**src/rtl/fifo_pkg.sv**
```systemverilog
// Shared definitions for the async FIFO write/read controllers:
// depth derivation and Gray/binary pointer conversions.
package fifo_pkg;

  // Pointer helpers operate on a zero-extended word of this width.
  localparam int PTR_MAX_W = 32;

  function automatic int depth_of(input int addr_size);
    return 1 << addr_size;
  endfunction

  function automatic logic [PTR_MAX_W-1:0] bin2gray(input logic [PTR_MAX_W-1:0] b);
    return (b >> 1) ^ b;
  endfunction

  // Zero-extended input keeps the upper prefix at 0, so any width up to PTR_MAX_W works.
  function automatic logic [PTR_MAX_W-1:0] gray2bin(input logic [PTR_MAX_W-1:0] g);
    logic [PTR_MAX_W-1:0] b;
    b = '0;
    b[PTR_MAX_W-1] = g[PTR_MAX_W-1];
    for (int i = PTR_MAX_W - 2; i >= 0; i--) begin
      b[i] = g[i] ^ b[i+1];
    end
    return b;
  endfunction

endpackage

```
**src/rtl/sync_2ff.sv**
```systemverilog
// Two-stage flop synchronizer for a Gray-coded pointer crossing clock domains.
module sync_2ff #(
  parameter int WIDTH = 1
) (
  input  logic             clk,
  input  logic             rst,
  input  logic [WIDTH-1:0] d,
  output logic [WIDTH-1:0] q
);

  logic [WIDTH-1:0] q1_reg;
  logic [WIDTH-1:0] q2_reg;

  always_ff @(posedge clk or posedge rst) begin
    if (rst) begin
      q1_reg <= '0;
      q2_reg <= '0;
    end else begin
      q1_reg <= d;
      q2_reg <= q1_reg;
    end
  end

  assign q = q2_reg;

endmodule

```
**src/rtl/fifo_wr_ctrl.sv**
```systemverilog
// Write-side controller of the async FIFO: write pointer, memory write strobe,
// and conservative full / almost-full / level / overflow flags.
module fifo_wr_ctrl
  import fifo_pkg::*;
#(
  parameter int DATA_SIZE = 8,
  parameter int ADDR_SIZE = 4,
  parameter int AF_LEVEL  = 14
) (
  input  logic                 clk,
  input  logic                 rst,
  input  logic                 wr_en,
  input  logic [ADDR_SIZE:0]   rd_ptr_gray,
  input  logic                 overflow_clr,
  output logic                 mem_en,
  output logic [ADDR_SIZE-1:0] wr_addr,
  output logic [ADDR_SIZE:0]   wr_ptr_gray,
  output logic                 wr_full,
  output logic                 wr_almost_full,
  output logic [ADDR_SIZE:0]   wr_level,
  output logic                 overflow
);

  localparam int PW    = ADDR_SIZE + 1;
  localparam int DEPTH = depth_of(ADDR_SIZE);

  // Parameter sanity: elaborates to nothing, present only to bound the legal space.
  if (DATA_SIZE < 1 || AF_LEVEL < 1 || AF_LEVEL > DEPTH || ADDR_SIZE < 2) begin : g_illegal_params
  end

  logic [PW-1:0] wptr_bin_reg, wptr_bin_next;
  logic [PW-1:0] wgray_reg, wgray_next;
  logic [PW-1:0] rq2;
  logic [PW-1:0] rbin;
  logic [PW-1:0] level_reg, level_next;
  logic          full_reg, full_next;
  logic          af_reg, af_next;
  logic          overflow_reg, overflow_next;

  sync_2ff #(.WIDTH(PW)) u_rptr_sync (
    .clk (clk),
    .rst (rst),
    .d   (rd_ptr_gray),
    .q   (rq2)
  );

  always_comb begin
    // Held low during reset so a write in flight at reset assertion is dropped.
    mem_en        = wr_en & ~full_reg & ~rst;
    wptr_bin_next = wptr_bin_reg + PW'(mem_en);
    wgray_next    = PW'(bin2gray(PTR_MAX_W'(wptr_bin_next)));
    rbin          = PW'(gray2bin(PTR_MAX_W'(rq2)));
    full_next     = (wgray_next == {~rq2[PW-1 -: 2], rq2[PW-3:0]});
    level_next    = wptr_bin_next - rbin;
    af_next       = (level_next >= PW'(AF_LEVEL));
    overflow_next = (wr_en & full_reg) | (overflow_reg & ~overflow_clr);
  end

  always_ff @(posedge clk or posedge rst) begin
    if (rst) begin
      wptr_bin_reg <= '0;
      wgray_reg    <= '0;
      level_reg    <= '0;
      full_reg     <= 1'b0;
      af_reg       <= 1'b0;
      overflow_reg <= 1'b0;
    end else begin
      wptr_bin_reg <= wptr_bin_next;
      wgray_reg    <= wgray_next;
      level_reg    <= level_next;
      full_reg     <= full_next;
      af_reg       <= af_next;
      overflow_reg <= overflow_next;
    end
  end

  assign wr_addr        = wptr_bin_reg[ADDR_SIZE-1:0];
  assign wr_ptr_gray    = wgray_reg;
  assign wr_full        = full_reg;
  assign wr_almost_full = af_reg;
  assign wr_level       = level_reg;
  assign overflow       = overflow_reg;

endmodule

```
**config.mk**
```make
export PLATFORM = sky130hd
export DESIGN_NAME = fifo_wr_ctrl
export DESIGN_NICKNAME = d
export VERILOG_FILES = /design/src/rtl/fifo_pkg.sv /design/src/rtl/sync_2ff.sv /design/src/rtl/fifo_wr_ctrl.sv
export SDC_FILE = /design/constraint.sdc
export NUM_CORES = 1
export LEC_CHECK = 0
export BUFFER_PORTS_ARGS = -buffer_cell sky130_fd_sc_hd__buf_2
export CAP_MARGIN = 30
export CORE_ASPECT_RATIO = 1.1
export CORE_MARGIN = 3
export CORE_UTILIZATION = 47
export CTS_CLUSTER_DIAMETER = 60
export CTS_CLUSTER_SIZE = 20
export DETAILED_ROUTE_END_ITERATION = 10
export PLACE_DENSITY = 0.73
export SYNTH_ARGS = -nofsm -noshare
export SYNTH_HDL_FRONTEND = slang
export SYNTH_SLANG_ARGS = --single-unit
```
**constraint.sdc**
```tcl
create_clock -name clk -period 2.2 [get_ports clk]
set_input_delay 0.11 -clock clk [delete_from_list [all_inputs] [get_ports clk]]
set_output_delay 0.11 -clock clk [all_outputs]
set_load 0.005 [all_outputs]
```
==> summary.txt, run 1 <==
Die
  • Core area: 0.00236 mm^2
  • Vertical extent of the die: 59.4 um
  • Width of the die: 54.5 um
  • Initial Util: 51.5%
  • # rows: 18
  • Die Outline Area: 0.00324 mm^2
  • Ports placed on the boundary: 27

Layout
  • Fraction of layout cells with a size suffix above 1: 42.7%
  • Number of nets in the layout: 168
  • Fill cell instance count of the final layout: 177
  • Antenna Diode Count: 0
  • Final cell utilization of the core: 72.3%
  • Final cell count without fillers: 180
  • Synth-to-layout area growth: 40.5%

CTS
  • CTS root buf: clkbuf_4
  • Total number of clock tree sinks: 27
  • Clock-pin slew on the worst setup and hold paths: 0.15 ns
  • Clock latency of the later-clocked register in the worst-skew pair: 0.32 ns
  • CTS tree: done
  • Maximum clock insertion buffer count: 2
  • TritonCTS Buffers: 3
  • H-tree depth: 1

Placed design
  • Instance count after placement with tap cells included: 161
  • Setup WS pre-CTS: -0.194 ns
  • HPWL after detailed placement: 1560 um
  • IO Port Bufs: 26
  • Gp weighted congestion: 0.806

Route
  • Antenna Violating Nets Remaining: 0
  • Total via count in the routed design: 870
  • Average routed wire per standard cell: 12.4 um
  • Via/cell ratio: 4.83
  • Detailed-router iteration count before antenna repair: 4
  • Total DRC errors in the routed layout: 0
  • Iter 0 DRT Violations: 8
  • Total Wirelength: 2230 um

Critical path
  • Stage delay of the slowest cell on the critical path: 0.44 ns
  • Data arrival time of the critical path: 2.62 ns
  • Highest net fanout along the worst path: 2
  • Startpoint type of the worst setup path: flop
  • CP Capture Type: flop
  • R2R cell count: 10
  • Master of the slowest instance on the critical path: dfrtp_1
  • Register-to-register setup slack: -0.19 ns
  • Ordered cell list for the critical path: xnor2_2 > xor2_2 > xor2_1 > xnor2_1 > ha_2 > fa_2 > nor2b_1 > o21ai_2 > a21o_1 > o311ai_1
  • Required time of the critical path: 2.43 ns
  • Reg-to-Reg End: wr_almost_full
  • Worst r2r src: u_rptr_sync.q[4]
  • Critical setup path kind: reg2reg

Worst hold path
  • Cell depth of the worst hold path: 3
  • Worst hold endpoint: overflow
  • Start point of the worst min-delay path: wr_en
  • Hold WC Path Type: in2reg

Synth
  • Top cell type's share of synthesized area: 55.5%
  • Cell count after synthesis: 95
  • Cell accounting for the most synthesized area: dfrtp_1
  • Synth Cell Area: 0.00122 mm^2
  • YS warnings: 0
  • Synthesis-stage register bit count: 27
  • Post-Synthesis Mean Instance Area: 12.8 um^2
  • Number of distinct library cells after synthesis: 24
  • Part of the Yosys area used for sequential elements: 55.5%
  • Cell types with the largest area share after synthesis: dfrtp_1, ha_1, xnor2_1, xor2_1, inv_1
  • Number of nets produced by synthesis: 112

Global routing
  • Number of antenna violations at the first check in global routing: 0
  • Global-route wire length before repair: 3630 um
  • Number of global-route vias before repair: 850
  • Largest net degree at the start of global routing: 21
  • Total Routing Usage GR: 15.6%
  • Total global routing overflow: 0

Timing
  • Final period util: 109%
  • Setup repair after global routing missed its margin: yes
  • Transition time at the pin with the least slew margin: 0.366 ns
  • Hold Vio Cnt, Final: 0
  • Setup clock skew after layout: 0.00824 ns
  • Finish-stage setup viols: 2
  • Max-slew headroom at the worst pin: 75.4%
  • Minimum clock period: 2.39 ns
  • Worst Setup Slack, final: -0.189 ns
  • Max Clk Rate: 419 MHz
  • Number of pins with negative max-slew slack in the final report: 0

Run
  • Max-cap violations: 0

Run status
  • Status: complete, but fails checks
  • Failing checks: negative setup slack

Power
  • VDD IR max: 970 uV
  • Cell Pwr Density: 1330 mW/mm^2
  • Leakage power total: 0.850 nW
## through the flow
stage / setup TNS [ns] / cell area, um^2 / total power (W) / hold slack, ns
floorplan: -0.0418 / 1270 / 0.00154 / 0.141
global placement: -0.0879 / 1510 / 0.00190 / 0.0669
detailed placement: -0.328 / 1510 / 0.00194 / 0.0810
CTS: -0.228 / 1680 / 0.00225 / 0.0103
global route: -0.679 / 1710 / 0.00247 / 0.0383
finish: -0.327 / 1710 / 0.00227 / 0.0402
## logic make-up after synthesis
group	share of synthesized area, %
AOI/OAI and AO/OA	5.45
xor gates and xnor gates	18.6
adders and majority gates	8.84
buffers and inverters	3.60
DFF	55.5
and+or+nand+nor	8.02
## power by group
| group | leakage, nW | switching (W) | internal (W) |
|---|---|---|---|
| logic | 0.511 | 0.000545 | 0.000720 |
| registers | 0.322 | 0.000129 | 0.000666 |
| clock network | 0.0177 | 0.000144 | 0.0000681 |
## Yosys cell counts
library cell,instances
xor2_1,7
a21boi_0,3
nor2_1,2
nor2b_1,2
nor3b_1,2
xnor2_2,1
or4_1,2
o31ai_1,1
fa_1,1
inv_1,9
nand3_1,3
a21oi_1,1
xnor2_1,9
buf_2,2
xnor3_1,1
o21ai_0,3
dfrtp_1,27
o311ai_0,1
nor3_1,2
a21o_1,1
xnor3_2,1
xor3_1,1
ha_1,7
nand2_1,6
## final cells by class
cell class              count  area [um^2]  area share, %
flip-flops and latches     27          676           39.5
multi-input cells          57          582           34.0
repair buffers             53          354           20.7
well taps                  30         37.5           2.19
inverters                   9         33.8           1.98
clock buffers               3         22.5           1.32
clock inverters             1         5.00          0.293
## layer usage
layer / global-route usage [%] / wire (um) / up-vias / share of wire, %
met5: 0 / 0 / - / 0
met2: 25.3 / 1160 / 26 / 52
li1: - / - / 418 / -
met3: 3.78 / 119 / 2 / 5.3
met4: 4.63 / 8 / 0 / 0.36
met1: 20.6 / 938 / 424 / 42
## critical path, delay by kind of cell (launching register included)
family / cells / cell delay (ns)
AND/OR/NAND/NOR: 1 / 0.17
AO/OA/AOI/OAI: 3 / 0.34
adder cells (fa/ha/maj): 2 / 0.56
XOR/XNOR: 4 / 0.79
flip-flops: 1 / 0.44
## placed cells by master, fill, tap and decap left out, types with 2 or more instances in the layout
cell and n:
clkbuf_4 3, nand3_1 3, xnor2_2 3, dlygate4sd3_1 7, ha_2 3, nor3_1 2
xor2_1 5, or4_1 2, dfrtp_1 27, inv_1 9, nand2_1 6, buf_2 26
nor2_1 2, buf_4 19, nor2b_1 2, xnor2_1 7, a21boi_0 2, ha_1 3
## worst max path at each step
stage / start / to / slack (ns) / depth (start not counted)
global route: u_rptr_sync.q[4] / wr_almost_full / -0.28 / 10
global placement: u_rptr_sync.q[3] / wr_almost_full / -0.08 / 9
detailed placement: u_rptr_sync.q[3] / wr_almost_full / -0.19 / 9
floorplan: u_rptr_sync.q[3] / wr_almost_full / -0.04 / 9
finish: u_rptr_sync.q[4] / wr_almost_full / -0.19 / 10
CTS: u_rptr_sync.q[3] / wr_almost_full / -0.16 / 9
## repair_timing
action / in CTS / in global routing
endpoints found under the hold margin: 13 / 0
pin swaps: 5 / 6
buffers inserted: 6 / 2
resized for setup: 5 / 6
hold buffers: 7 / 0
endpoints found under the setup margin: 4 / 4
(Power assumes the default switching activity.)
==> inputs of run 2 (changes only) <==
--- a/config.mk
+++ b/config.mk
@@ -5,7 +5,7 @@
 export SDC_FILE = /design/constraint.sdc
 export NUM_CORES = 1
 export LEC_CHECK = 0
-export BUFFER_PORTS_ARGS = -buffer_cell sky130_fd_sc_hd__buf_2
+export BUFFER_PORTS_ARGS = -buffer_cell sky130_fd_sc_hd__buf_4
 export CAP_MARGIN = 30
 export CORE_ASPECT_RATIO = 1.1
 export CORE_MARGIN = 3
==> run 2 against run 1 <==
  * The flow still finishes with violations (negative setup slack)
  * Routed wire length grew 7.4%
  * Sequential cell count did not move
  * Final cell count increased by 0.56%
  * Global-route usage up 0.56 points
  * Hold slack lost 0.022 ns
  * Maximum frequency about the same
  * Highest routed layer unchanged
==> summary.txt, run 2 (synthesized netlist as in run 1, its figures left out) <==
Run status
  • Status: complete, but fails checks
  • Failing checks: negative setup slack

CTS
  • Clock latency of the later-clocked register in the worst-skew pair: 0.32 ns (about the same)
  • TritonCTS Buffers: 3 (unchanged)
  • Total number of clock tree sinks: 27 (unchanged)
  • Maximum clock insertion buffer count: 2 (unchanged)
  • CTS tree: done
  • H-tree depth: 1 (unchanged)
  • Clock-pin slew on the worst setup and hold paths: 0.15 ns (about the same)
  • CTS root buf: clkbuf_4

Critical path
  • Required time of the critical path: 2.43 ns (about the same)
  • Worst r2r src: u_rptr_sync.q[3]
  • Startpoint type of the worst setup path: flop
  • Timing startpoint of the critical path: u_rptr_sync.q[3]
  • Data arrival time of the critical path: 2.61 ns (about the same)
  • Critical setup path kind: reg2reg
  • Ordered cell list for the critical path: xnor2_2 > xor2_2 > xor2_1 > xnor2_1 > ha_2 > fa_2 > inv_2 > nand2_1 > o311ai_2
  • CP Capture Type: flop
  • R2R cell count: 9 (-1)
  • Master of the slowest instance on the critical path: dfrtp_1
  • Highest net fanout along the worst path: 2 (unchanged)
  • Stage delay of the slowest cell on the critical path: 0.44 ns (about the same)

Worst hold path
  • Start point of the worst min-delay path: wr_en
  • Hold WC Path Type: in2reg
  • Cell depth of the worst hold path: 3 (unchanged)

Power
  • VDD IR max: 1060 uV (+9.6%)
  • Total power: 0.00244 W (+7.4%)
  • Cell Pwr Density: 1340 mW/mm^2 (+1.2%)
  • Leakage power total: 0.879 nW (+3.3%)

Timing
  • Setup clock skew after layout: 0.00966 ns (+0.00142 ns)
  • Hold Vio Cnt, Final: 0 (unchanged)
  • Number of pins with negative max-slew slack in the final report: 0 (unchanged)
  • Worst Setup Slack, final: -0.188 ns (+0.000728 ns)
  • Minimum clock period: 2.39 ns (-0.000728 ns)
  • Final period util: 109% (about the same)
  • Hold_ws: 0.0184 ns (-0.0217 ns)
  • Max Clk Rate: 419 MHz (about the same)
  • Setup repair after global routing missed its margin: yes
  • Finish-stage setup viols: 3 (+1)
  • Transition time at the pin with the least slew margin: 0.476 ns (+0.110 ns)
  • Max-slew headroom at the worst pin: 68.2% (-7.1 points)

Global routing
  • Global-route wire length before repair: 3740 um (+3.0%)
  • Number of global-route vias before repair: 881 (+3.6%)
  • Total global routing overflow: 0 (unchanged)
  • Largest net degree at the start of global routing: 17 (-19%)
  • Number of antenna violations at the first check in global routing: 0 (unchanged)
  • Total Routing Usage GR: 16.2% (+0.56 points)

Route
  • Average routed wire per standard cell: 13.2 um (+6.8%)
  • Antenna Violating Nets Remaining: 0 (unchanged)
  • Iter 0 DRT Violations: 5 (-3)
  • Total Wirelength: 2390 um (+7.4%)
  • Detailed-router iteration count before antenna repair: 2 (-2)
  • Total via count in the routed design: 881 (+1.3%)
  • Via/cell ratio: 4.87 (+0.70%)
  • Total DRC errors in the routed layout: 0 (unchanged)

Layout
  • Fill cell instance count of the final layout: 149 (-16%)
  • Antenna Diode Count: 0 (unchanged)
  • Most used cells in the layout excluding fill and tap cells: buf_4, dfrtp_1, inv_1
  • Fraction of layout cells with a size suffix above 1: 46.4% (+3.7 points)
  • Number of nets in the layout: 169 (+0.60%)
  • Synth-to-layout area growth: 49.2%
  • Most common cell after layout, fill and taps aside: buf_4
  • Final cell utilization of the core: 76.8% (+4.5 points)

Die
  • Initial Util: 51.5% (unchanged)
  • Core area: 0.00236 mm^2 (unchanged)
  • Die Outline Area: 0.00324 mm^2 (unchanged)
  • Width of the die: 54.5 um (unchanged)
  • # rows: 18 (unchanged)
  • Ports placed on the boundary: 27 (unchanged)
  • Vertical extent of the die: 59.4 um (unchanged)

Placed design
  • HPWL after detailed placement: 1660 um (+6.4%)
  • IO Port Bufs: 26 (unchanged)
  • Gp weighted congestion: 0.834 (+3.5%)

Run
  • Max-cap violations: 0 (unchanged)
==> run 2: changes by cell type in the layout (fill, tap and decap cells not counted), sizes merged <==
| cell | before | now |
|---|---|---|
| clkinvlp | 0 | 1 |
| buf | 46 | 47 |
| clkinv | 1 | 0 |
==> run 2: final cells by class <==
cell class | count | area [um^2] | share of cell area (%)
Multi-Input combinational cell | 57 | 613 | 33.7
Timing Repair Buffer | 54 | 427 | 23.5
Tap cell | 30 | 37.5 | 2.07
Inverter | 9 | 33.8 | 1.86
Clock inverter | 1 | 7.51 | 0.413
Clock buffer | 3 | 22.5 | 1.24
Sequential cell | 27 | 676 | 37.2
==> run 2: final timing paths <==
path,to,slack [ns]
worst max-delay path,wr_almost_full,-0.19
worst min-delay path,overflow,0.02
worst max register to register,wr_almost_full,-0.19
worst min register to register,u_rptr_sync.q[0],0.37
max in group asynchronous,u_rptr_sync.q1_reg[1],1.24
min in group asynchronous,wr_level[4],0.38
==> run 2: per-layer routing <==
layer / vias to the layer above / share of wire [%] / track usage, %
met5: - / 0 / 0
met4: 0 / 0.50 / 3.20
met3: 2 / 5.3 / 3.02
met2: 23 / 55 / 29.2
met1: 433 / 39 / 19.7
li1: 423 / - / -
==> run 2: per-stage QoR <==
step	std cells	TNS, ns	setup WS (ns)	area [um^2]
after floorplan	95	-0.0418	-0.0418	1270
after global placement	163	-0.0914	-0.0764	1590
after detailed placement	163	-0.347	-0.196	1590
after CTS	180	-0.311	-0.199	1770
after global routing	181	-0.792	-0.313	1820
final	181	-0.314	-0.188	1820
==> run 2: repair_timing <==
item                                   4_1_cts  5_1_grt
hold buffers                                 7        0
pin swaps                                    8        3
setup buffers                                6        1
endpoints found under the hold margin       18        0
setup endpoints to repair                    4        4
resized for setup                            8        9
==> run 2: worst max-delay path: cells and delay by family (launching register included) <==
family	cells	cell delay [ns]
AND/OR/NAND/NOR	1	0.06
flip-flops	1	0.44
AO/OA/AOI/OAI	1	0.21
XOR/XNOR	4	0.87
buffers and inverters	1	0.06
adder cells (fa/ha/maj)	2	0.67
==> run 2: power breakdown <==
| part | internal [W] | switching, W | total (W) |
|---|---|---|---|
| logic | 0.000837 | 0.000572 | 0.00141 |
| clock network | 0.0000693 | 0.000141 | 0.000210 |
| registers | 0.000667 | 0.000156 | 0.000823 |
==> inputs of run 3 (changes only) <==
--- a/config.mk
+++ b/config.mk
@@ -13,7 +13,7 @@
 export CTS_CLUSTER_DIAMETER = 60
 export CTS_CLUSTER_SIZE = 20
 export DETAILED_ROUTE_END_ITERATION = 10
-export PLACE_DENSITY = 0.73
+export PLACE_DENSITY = 0.81
 export SYNTH_ARGS = -nofsm -noshare
 export SYNTH_HDL_FRONTEND = slang
 export SYNTH_SLANG_ARGS = --single-unit
==> run 3 against run 2 <==
  * The run still ends with negative setup slack left
  * Combinational power fell by 4%
  * Global-route usage is 0.078 points lower
  * Routed wire length shrank 0.63%
  * Die area is the same
  * Non-clock buffer count decreased by 3
  * Register-to-register slack gained 0.02 ns
  * Design area fell by 2.5%
  * Sequential power fell by 0.6%
  * Count of clock-buffer cells in the layout rose by 1
  * Hold slack gained 0.24 ns
  * Sequential share of layout area increased by 0.97 points
  * Core utilization is 2.0 points lower
==> summary.txt, run 3 (synthesized netlist as in run 1, its figures left out) <==
Layout
  • Most common cell after layout, fill and taps aside: buf_4
  • Most used cells in the layout excluding fill and tap cells: buf_4, dfrtp_1, inv_1, dlygate4sd3_1
  • Synth-to-layout area growth: 45.4%
  • Number of nets in the layout: 166 (-1.8%)
  • Antenna Diode Count: 0 (unchanged)
  • Final cell count without fillers: 178 (-1.7%)
  • Fraction of layout cells with a size suffix above 1: 41.2% (-5.1 points)

Timing
  • Max-slew headroom at the worst pin: 69.4% (+1.2 points)
  • Finish-stage setup viols: 2 (-1)
  • Hold Vio Cnt, Final: 0 (unchanged)
  • Transition time at the pin with the least slew margin: 0.458 ns (-0.0175 ns)
  • Setup repair after global routing missed its margin: yes
  • Sum of negative setup slack: -0.232 ns (+0.0819 ns)
  • Number of pins with negative max-slew slack in the final report: 0 (unchanged)
  • Final period util: 108% (-0.94 points)
  • Setup clock skew after layout: 0.00411 ns (-0.00555 ns)
  • Max Clk Rate: 422 MHz (+0.88%)
  • Worst Setup Slack, final: -0.167 ns (+0.0207 ns)
  • Minimum clock period: 2.37 ns (-0.0207 ns)

Critical path
  • Master of the slowest instance on the critical path: fa_2
  • Highest net fanout along the worst path: 2 (unchanged)
  • Required time of the critical path: 2.43 ns (about the same)
  • Cell occurring most often along the worst timing path: xor2_1
  • R2R cell count: 9 (unchanged)
  • Stage delay of the slowest cell on the critical path: 0.45 ns (about the same)
  • Worst path bufs/invs: 1 (unchanged)
  • Startpoint type of the worst setup path: flop
  • Worst r2r src: u_rptr_sync.q[3]
  • Data arrival time of the critical path: 2.59 ns (-0.02 ns)
  • Ordered cell list for the critical path: xnor2_2 > xor2_1 > xor2_1 > xnor2_1 > ha_2 > fa_2 > inv_2 > nand2_1 > o311ai_1
  • Critical setup path kind: reg2reg
  • CP Capture Type: flop
  • Register-to-register setup slack: -0.17 ns (+0.02 ns)
  • Cell family with the largest share of critical-path delay: XOR/XNOR gates
  • Reg-to-Reg End: wr_almost_full

Route
  • Total DRC errors in the routed layout: 0 (unchanged)
  • Detailed-router iteration count before antenna repair: 4 (+2)
  • Via/cell ratio: 4.83 (-0.85%)
  • Average routed wire per standard cell: 13.4 um (+1.0%)
  • Antenna Violating Nets Remaining: 0 (unchanged)
  • Iter 0 DRT Violations: 14 (+9)
  • Total Wirelength: 2380 um (-0.63%)
  • Total via count in the routed design: 859 (-2.5%)

Power
  • Cell Pwr Density: 1350 mW/mm^2 (+0.11%)
  • VDD IR max: 981 uV (-7.7%)
  • Leakage power total: 0.861 nW (-2.1%)

CTS
  • H-tree depth: 1 (unchanged)
  • Total number of clock tree sinks: 27 (unchanged)
  • CTS root buf: clkbuf_4
  • Clock-pin slew on the worst setup and hold paths: 0.13 ns (-0.02 ns)
  • Maximum clock insertion buffer count: 2 (unchanged)
  • CTS tree: done
  • Clock latency of the later-clocked register in the worst-skew pair: 0.32 ns (about the same)
  • TritonCTS Buffers: 3 (unchanged)

Placed design
  • HPWL after detailed placement: 1710 um (+3.0%)
  • Instance count after placement with tap cells included: 159 (-2.5%)
  • Gp weighted congestion: 0.819 (-1.8%)
  • Setup WS pre-CTS: -0.248 ns (-0.0513 ns)
  • IO Port Bufs: 26 (unchanged)

Global routing
  • Total Routing Usage GR: 16.1% (-0.078 points)
  • Number of antenna violations at the first check in global routing: 0 (unchanged)
  • Largest net degree at the start of global routing: 16 (-1)
  • Global-route wire length before repair: 3680 um (-1.5%)
  • Number of global-route vias before repair: 873 (-0.91%)
  • Total global routing overflow: 0 (unchanged)

Die
  • Core area: 0.00236 mm^2 (unchanged)
  • Ports placed on the boundary: 27 (unchanged)
  • Width of the die: 54.5 um (unchanged)
  • Die Outline Area: 0.00324 mm^2 (unchanged)
  • Initial Util: 51.5% (unchanged)
  • Vertical extent of the die: 59.4 um (unchanged)
  • # rows: 18 (unchanged)

Worst hold path
  • Start point of the worst min-delay path: rst
  • Worst hold endpoint: wptr_bin_reg[0]
  • Cell depth of the worst hold path: 3 (unchanged)
  • Hold WC Path Type: in2reg

Run status
  • Status: complete, but fails checks
  • Failing checks: negative setup slack

Run
  • Max-cap violations: 0 (unchanged)
[run 3: metrics by stage]
step	total power (W)	utilization, %	area [um^2]	hold WS (ns)
floorplan	0.00154	-	1270	0.141
global placement	0.00196	66.1	1560	0.172
detailed placement	0.00202	66.1	1560	0.180
CTS	0.00232	71.7	1700	0.00522
global route	0.00257	74.9	1770	0.246
finish	0.00238	74.9	1770	0.258
[run 3: final cells by class]
| cell class | count | area, um^2 |
|---|---|---|
| multi-input combinational | 57 | 591 |
| fill | 151 | 594 |
| timing repair buffer | 51 | 407 |
| clock buffer | 4 | 26.3 |
| inverter | 9 | 33.8 |
| tap | 30 | 37.5 |
| sequential | 27 | 676 |
[run 3: worst max path at each step]
| stage | startpoint | end | slack (ns) | cells past startpoint |
|---|---|---|---|---|
| after global routing | u_rptr_sync.q[3] | wr_almost_full | -0.31 | 9 |
| final | u_rptr_sync.q[3] | wr_almost_full | -0.17 | 9 |
| after detailed placement | u_rptr_sync.q[3] | wr_almost_full | -0.25 | 9 |
| after global placement | u_rptr_sync.q[3] | wr_almost_full | -0.07 | 9 |
| after CTS | u_rptr_sync.q[4] | wr_almost_full | -0.18 | 9 |
| after floorplan | u_rptr_sync.q[3] | wr_almost_full | -0.04 | 9 |
[run 3: timing repair]
item / in CTS / in global routing
hold buffers: 7 / 1
buffers inserted: 3 / 4
pin swaps: 7 / 6
gates resized for setup: 5 / 7
setup endpoints to repair: 4 / 4
hold endpoints to repair: 18 / 1
[run 3: layer usage]
metal / up-vias / wire length, um / global-route usage, %
li1: 416 / - / -
met1: 405 / 948 / 18.6
met2: 33 / 1260 / 28.5
met3: 5 / 125 / 3.02
met4: 0 / 40 / 6.41
met5: - / 0 / 0
[run 3: power breakdown]
group | switching [W] | leakage [nW] | internal [W]
logic | 0.000567 | 0.524 | 0.000795
registers | 0.000152 | 0.322 | 0.000667
clock network | 0.000132 | 0.0150 | 0.0000710
[run 3: worst reg2reg max path: cells and delay by family (launching register included)]
kind / cells / cell delay (ns)
XOR/XNOR: 4 / 0.82
adder cells (fa/ha/maj): 2 / 0.67
flip-flops: 1 / 0.43
AO/OA/AOI/OAI: 1 / 0.24
buffers and inverters: 1 / 0.07
AND/OR/NAND/NOR: 1 / 0.05
